File: src/rtl/cpu_pkg.sv
// Shared fetch-path types: FSM state encoding and the response word that
// travels from the program memory back to decode.
package cpu_pkg;

  localparam int ADDR_WIDTH  = 3;
  localparam int INSTR_WIDTH = 8;

  typedef enum logic [1:0] {
    FS_RUN,
    FS_DRAIN,
    FS_LOAD
  } fetch_state_t;

  typedef struct packed {
    logic [INSTR_WIDTH-1:0] instr;
    logic [ADDR_WIDTH-1:0]  addr;
  } fetch_rsp_t;

endpackage

File: src/rtl/rsp_fifo.sv
// Two-entry in-order response queue with synchronous clear; the head entry
// is presented combinationally and held until it is popped.
module rsp_fifo #(
  parameter type entry_t = cpu_pkg::fetch_rsp_t
) (
  input  logic       clock,
  input  logic       reset,
  input  logic       push,
  input  logic       pop,
  input  logic       clear,
  input  entry_t     push_data,
  output entry_t     head,
  output logic [1:0] count
);

  entry_t slots [2];
  logic   rd_ptr;
  logic   wr_ptr;
  logic   do_push;
  logic   do_pop;

  // A full queue may still take a push when the head leaves in the same cycle.
  assign do_push = push & ~clear & ((count != 2'd2) | pop);
  assign do_pop  = pop & ~clear & (count != 2'd0);
  assign head    = slots[rd_ptr];

  always_ff @(posedge clock or posedge reset) begin
    if (reset) begin
      slots[0] <= '0;
      slots[1] <= '0;
      rd_ptr   <= 1'b0;
      wr_ptr   <= 1'b0;
      count    <= 2'd0;
    end else if (clear) begin
      rd_ptr <= 1'b0;
      wr_ptr <= 1'b0;
      count  <= 2'd0;
    end else begin
      if (do_push) begin
        slots[wr_ptr] <= push_data;
        wr_ptr        <= ~wr_ptr;
      end
      if (do_pop) begin
        rd_ptr <= ~rd_ptr;
      end
      count <= count + {1'b0, do_push} - {1'b0, do_pop};
    end
  end

endmodule

File: src/rtl/instr_fetch_responder.sv
// Fetch responder: program memory, one-cycle read stage, response queue and
// the RUN/DRAIN/LOAD controller that keeps program loads away from fetches.
module instr_fetch_responder #(
  parameter int ADDR_WIDTH  = cpu_pkg::ADDR_WIDTH,
  parameter int INSTR_WIDTH = cpu_pkg::INSTR_WIDTH
) (
  input  logic                   clock,
  input  logic                   reset,
  input  logic                   req_valid,
  input  logic [ADDR_WIDTH-1:0]  req_addr,
  output logic                   req_ready,
  output logic                   rsp_valid,
  output logic [INSTR_WIDTH-1:0] rsp_instr,
  output logic [ADDR_WIDTH-1:0]  rsp_addr,
  input  logic                   rsp_ready,
  input  logic                   flush,
  input  logic                   load_req,
  output logic                   load_ack,
  input  logic                   prog_we,
  input  logic [ADDR_WIDTH-1:0]  prog_addr,
  input  logic [INSTR_WIDTH-1:0] prog_data
);

  import cpu_pkg::*;

  localparam int DEPTH = 2 ** ADDR_WIDTH;

  typedef struct packed {
    logic [INSTR_WIDTH-1:0] instr;
    logic [ADDR_WIDTH-1:0]  addr;
  } rsp_entry_t;

  fetch_state_t           state;
  fetch_state_t           state_next;
  logic [INSTR_WIDTH-1:0] mem [DEPTH];
  logic                   in_flight;
  rsp_entry_t             read_q;
  rsp_entry_t             head;
  logic [1:0]             fifo_count;
  logic [2:0]             occupancy;
  logic                   req_fire;
  logic                   rsp_fire;

  // A response leaving this cycle frees its slot, so a steady stream keeps full rate.
  assign rsp_valid = (fifo_count != 2'd0);
  assign rsp_fire  = rsp_valid & rsp_ready & ~flush;
  assign occupancy = {1'b0, fifo_count} + {2'b0, in_flight} - {2'b0, rsp_fire};
  assign req_ready = (state == FS_RUN) & ~flush & (occupancy < 3'd2);
  assign req_fire  = req_valid & req_ready;
  assign load_ack  = (state == FS_LOAD);
  assign rsp_instr = head.instr;
  assign rsp_addr  = head.addr;

  always_ff @(posedge clock) begin
    if ((state == FS_LOAD) && prog_we) begin
      mem[prog_addr] <= prog_data;
    end
  end

  always_ff @(posedge clock or posedge reset) begin
    if (reset) begin
      in_flight <= 1'b0;
      read_q    <= '0;
    end else begin
      in_flight <= req_fire;
      if (req_fire) begin
        read_q <= '{instr: mem[req_addr], addr: req_addr};
      end
    end
  end

  rsp_fifo #(
    .entry_t(rsp_entry_t)
  ) u_rsp_fifo (
    .clock    (clock),
    .reset    (reset),
    .push     (in_flight),
    .pop      (rsp_fire),
    .clear    (flush),
    .push_data(read_q),
    .head     (head),
    .count    (fifo_count)
  );

  always_ff @(posedge clock or posedge reset) begin
    if (reset) begin
      state <= FS_RUN;
    end else begin
      state <= state_next;
    end
  end

  // LOAD is only entered once every accepted fetch has been handed back.
  always_comb begin
    state_next = state;
    case (state)
      FS_RUN: begin
        if (load_req) state_next = FS_DRAIN;
      end
      FS_DRAIN: begin
        if (!load_req) state_next = FS_RUN;
        else if (!in_flight && (fifo_count == 2'd0)) state_next = FS_LOAD;
      end
      FS_LOAD: begin
        if (!load_req) state_next = FS_RUN;
      end
      default: state_next = FS_RUN;
    endcase
  end

endmodule

File: config.mk
export PLATFORM = sky130hd
export DESIGN_NAME = instr_fetch_responder
export DESIGN_NICKNAME = d
export VERILOG_FILES = /design/src/rtl/cpu_pkg.sv /design/src/rtl/rsp_fifo.sv /design/src/rtl/instr_fetch_responder.sv
export SDC_FILE = /design/constraint.sdc
export NUM_CORES = 1
export LEC_CHECK = 0
export BUFFER_PORTS_ARGS = -buffer_cell sky130_fd_sc_hd__clkbuf_2
export CORE_MARGIN = 4
export CORE_UTILIZATION = 30
export DETAILED_ROUTE_END_ITERATION = 8
export PLACE_DENSITY_LB_ADDON = 0.12
export SYNTH_ARGS = -nofsm -noshare
export SYNTH_HDL_FRONTEND = slang
export SYNTH_SLANG_ARGS = --single-unit
File: constraint.sdc
create_clock -name clock -period 3.89 [get_ports clock]
set_input_delay 0.778 -clock clock [delete_from_list [all_inputs] [get_ports clock]]
set_output_delay 0.778 -clock clock [all_outputs]
set_load 0.02 [all_outputs]
==> results.ini <==
[run_status]
status=finished clean

[floorplanning]
ios=35
core_area_sq_mm=0.0139
fp-row-count=43
chipWidth_um=128
die_h_um=128
start_util_pct=30.8
die_area_sq_mm=0.0163

[finish]
final_util_pct=35.6
fin_nets=294
areaGrowthSynthToFinish_pct=15.6
final_layout_size_suffix_gt1_share_pct=41.4
final_cells=453
final_cell_area_sq_mm=0.00496
n_antenna_cell=0
layout_common_cells=edfxtp_1, mux2_2, dfrtp_1, clkbuf_2, nor2_1
layout_commonest_cell=edfxtp_1

[clock_network]
cts.root.buffer_cell=clkbuf_16
htreeDepth=3
cts_buffers=9
cts_tree=done
hold_buffers=0
clkLatencyLatePin_ns=0.34
path_clk_slew_ns=0.07
ctsResizeCount=0
post_cts_buffers=0
cts_buffer_depth=2
cts_sinks=104

[worst_setup_path]
crit_path_start_kind=flip-flop
crit_slowest_cell=dfrtp_1
critPathKind=flip-flop to output pin
crit_buf_inv=1
cp.arrival_ns=2.83
cp-end-kind=output pin
critPathMaxFanout=8
worstPathRequired_ns=3.11
critPathTopFamily=adder cells
max_stage_delay_ns=0.50
path_cells=o21ai_0 > nor2_1 > ha_1 > nand2b_1 > fa_1 > nor4b_1 > and2_1 > clkbuf_2

[power]
pwr-share-seq_pct=49.5
p_sw_share_pct=25.8
power_frac_clock_pct=31.8
irDropWorstVdd_uv=234
power.switching_mw=0.773
internal_power_mw=2.23
leakage_nw=1.90
combPwrFrac_pct=18.6
p_per_area_mw_per_mm2=604

[route]
wl_per_cell_um=16.9
first_pass_iters=4
post_drt_via_cell_ratio=4.51
totalWireLength_mm=7.65
drc=0
final_antenna_net_count=0
drtIter0Drc=111
via_count=2042

[yosys]
synthArstFlopShare_pct=38.5
ys_seq_area_share_pct=68.1
synth_area_sq_mm=0.00429
ys.warnings.count=0
ys_ff_latch=104
netlist_instances=232
synth-edff-count=64
synth_top_area_share_pct=44.8
ys.flop_type=edfxtp_1
yosysUniqueCellTypes=33
syn_nets=257
yosys.area.top_type=edfxtp_1
avgSynthCellArea_sq_um=18.5
synthTopCellsByArea=edfxtp_1, dfrtp_1, mux2_2

[placed_design]
place_area_sq_mm=0.00465
place_ws_ns=0.482
place_congestion=0.690
portBuffers=34
placed_cells=438
dp_hpwl_mm=5.02

[timing]
period_needed_ns=3.60
setup_slack_ns=0.286
finalHoldViolCount=0
grt_setup_unrepaired=false
skew_ns=0.00835
fmax_mhz=277
worstMarginPinSlew_ns=0.985
drv_slew=0
setup_viol=0
relSlewSlack_pct=34.1
setup_tns_ns=0
finalCritPeriodShare_pct=92.6

[flow_run]
cap_violations=0

[global_route]
grt_overflow=0
antenna_found_initial=0
grt_pass1_vias=2121
grt_max_degree=41
grt_usage_pct=10.0
grt_pass1_wl_mm=12.3

[worst_hold_path]
min_path_type=flip-flop to flip-flop

==> path summary, 6_finish.rpt <==
path	start	to	slack (ns)	cells past startpoint
worst max-delay path	u_rsp_fifo.count[1]	req_ready	0.29	8
min in group asynchronous	reset	u_rsp_fifo.slots[19]	0.55	3
worst min register to register	u_rsp_fifo.slots[8]	u_rsp_fifo.slots[8]	0.50	1
worst max register to register	u_rsp_fifo.count[1]	read_q[8]	0.72	9
worst min-delay path	u_rsp_fifo.slots[8]	u_rsp_fifo.slots[8]	0.50	1
max in group asynchronous	reset	read_q[5]	2.99	3
==> power by group through the flow <==
stage	clock, mW	sequential [mW]	combinational [mW]
4_1_cts	0.988	1.49	0.571
5_1_grt	1.03	1.51	0.615
3_3_place_gp	0	1.50	0.560
3_5_place_dp	0	1.51	0.568
2_1_floorplan	0	1.46	0.445
6_report	0.955	1.48	0.559
==> synth_stat cells, types with 2 or more instances <==
| cell | count |
|---|---|
| edfxtp_1 | 64 |
| xor2_1 | 2 |
| buf_6 | 2 |
| ha_1 | 3 |
| nor2_1 | 11 |
| nor3_1 | 3 |
| nor2b_1 | 2 |
| buf_1 | 2 |
| mux4_2 | 7 |
| mux4_1 | 9 |
| buf_2 | 3 |
| nand3_1 | 2 |
| dfrtp_1 | 40 |
| nand2b_1 | 6 |
| xnor2_1 | 2 |
| mux2_2 | 51 |
| inv_1 | 6 |
| clkbuf_1 | 2 |
==> stage by stage <==
stage	hold WS (ns)	power (mW)
5_1_grt	0.518	3.16
2_1_floorplan	0.474	1.90
4_1_cts	0.504	3.05
3_5_place_dp	0.488	2.08
3_3_place_gp	0.482	2.06
6_report	0.501	3.00
==> final cells by class <==
cell class / instances / area [sq um]
repair buffers: 36 / 185
multi-input cells: 112 / 1290
clock buffers: 9 / 225
inverters: 6 / 22.5
clock inverters: 6 / 91.3
flip-flops and latches: 104 / 2920
fillers: 1344 / 8970
well taps: 180 / 225
==> kinds of logic (layout without fill, tap and decap cells) <==
group                    after synthesis  count (layout)  synth area share [%]
XOR/XNOR                               4               4                 0.816
multiplexers                          68              68                  22.9
flip-flops                           104             104                  68.1
adder cells (fa/ha/maj)                4               4                  1.34
AO/OA/AOI/OAI                          7               7                  1.19
AND/OR/NAND/NOR                       29              29                  3.47
buffers and inverters                 16              57                  2.21
==> state kept, by name, indices dropped and copies added (netlist names) <==
signal             count
mem                   64
u_rsp_fifo.count       2
u_rsp_fifo.wr_ptr      1
state                  2
in_flight              1
u_rsp_fifo.rd_ptr      1
read_q                11
u_rsp_fifo.slots      22
==> layer usage <==
metal,track usage (%),wire (um)
met1,14.5,3850
met2,14.5,3410
met3,3.05,287
met4,3.00,97
met5,0,0
No activity file was read; power rests on OpenSTA's default activity.
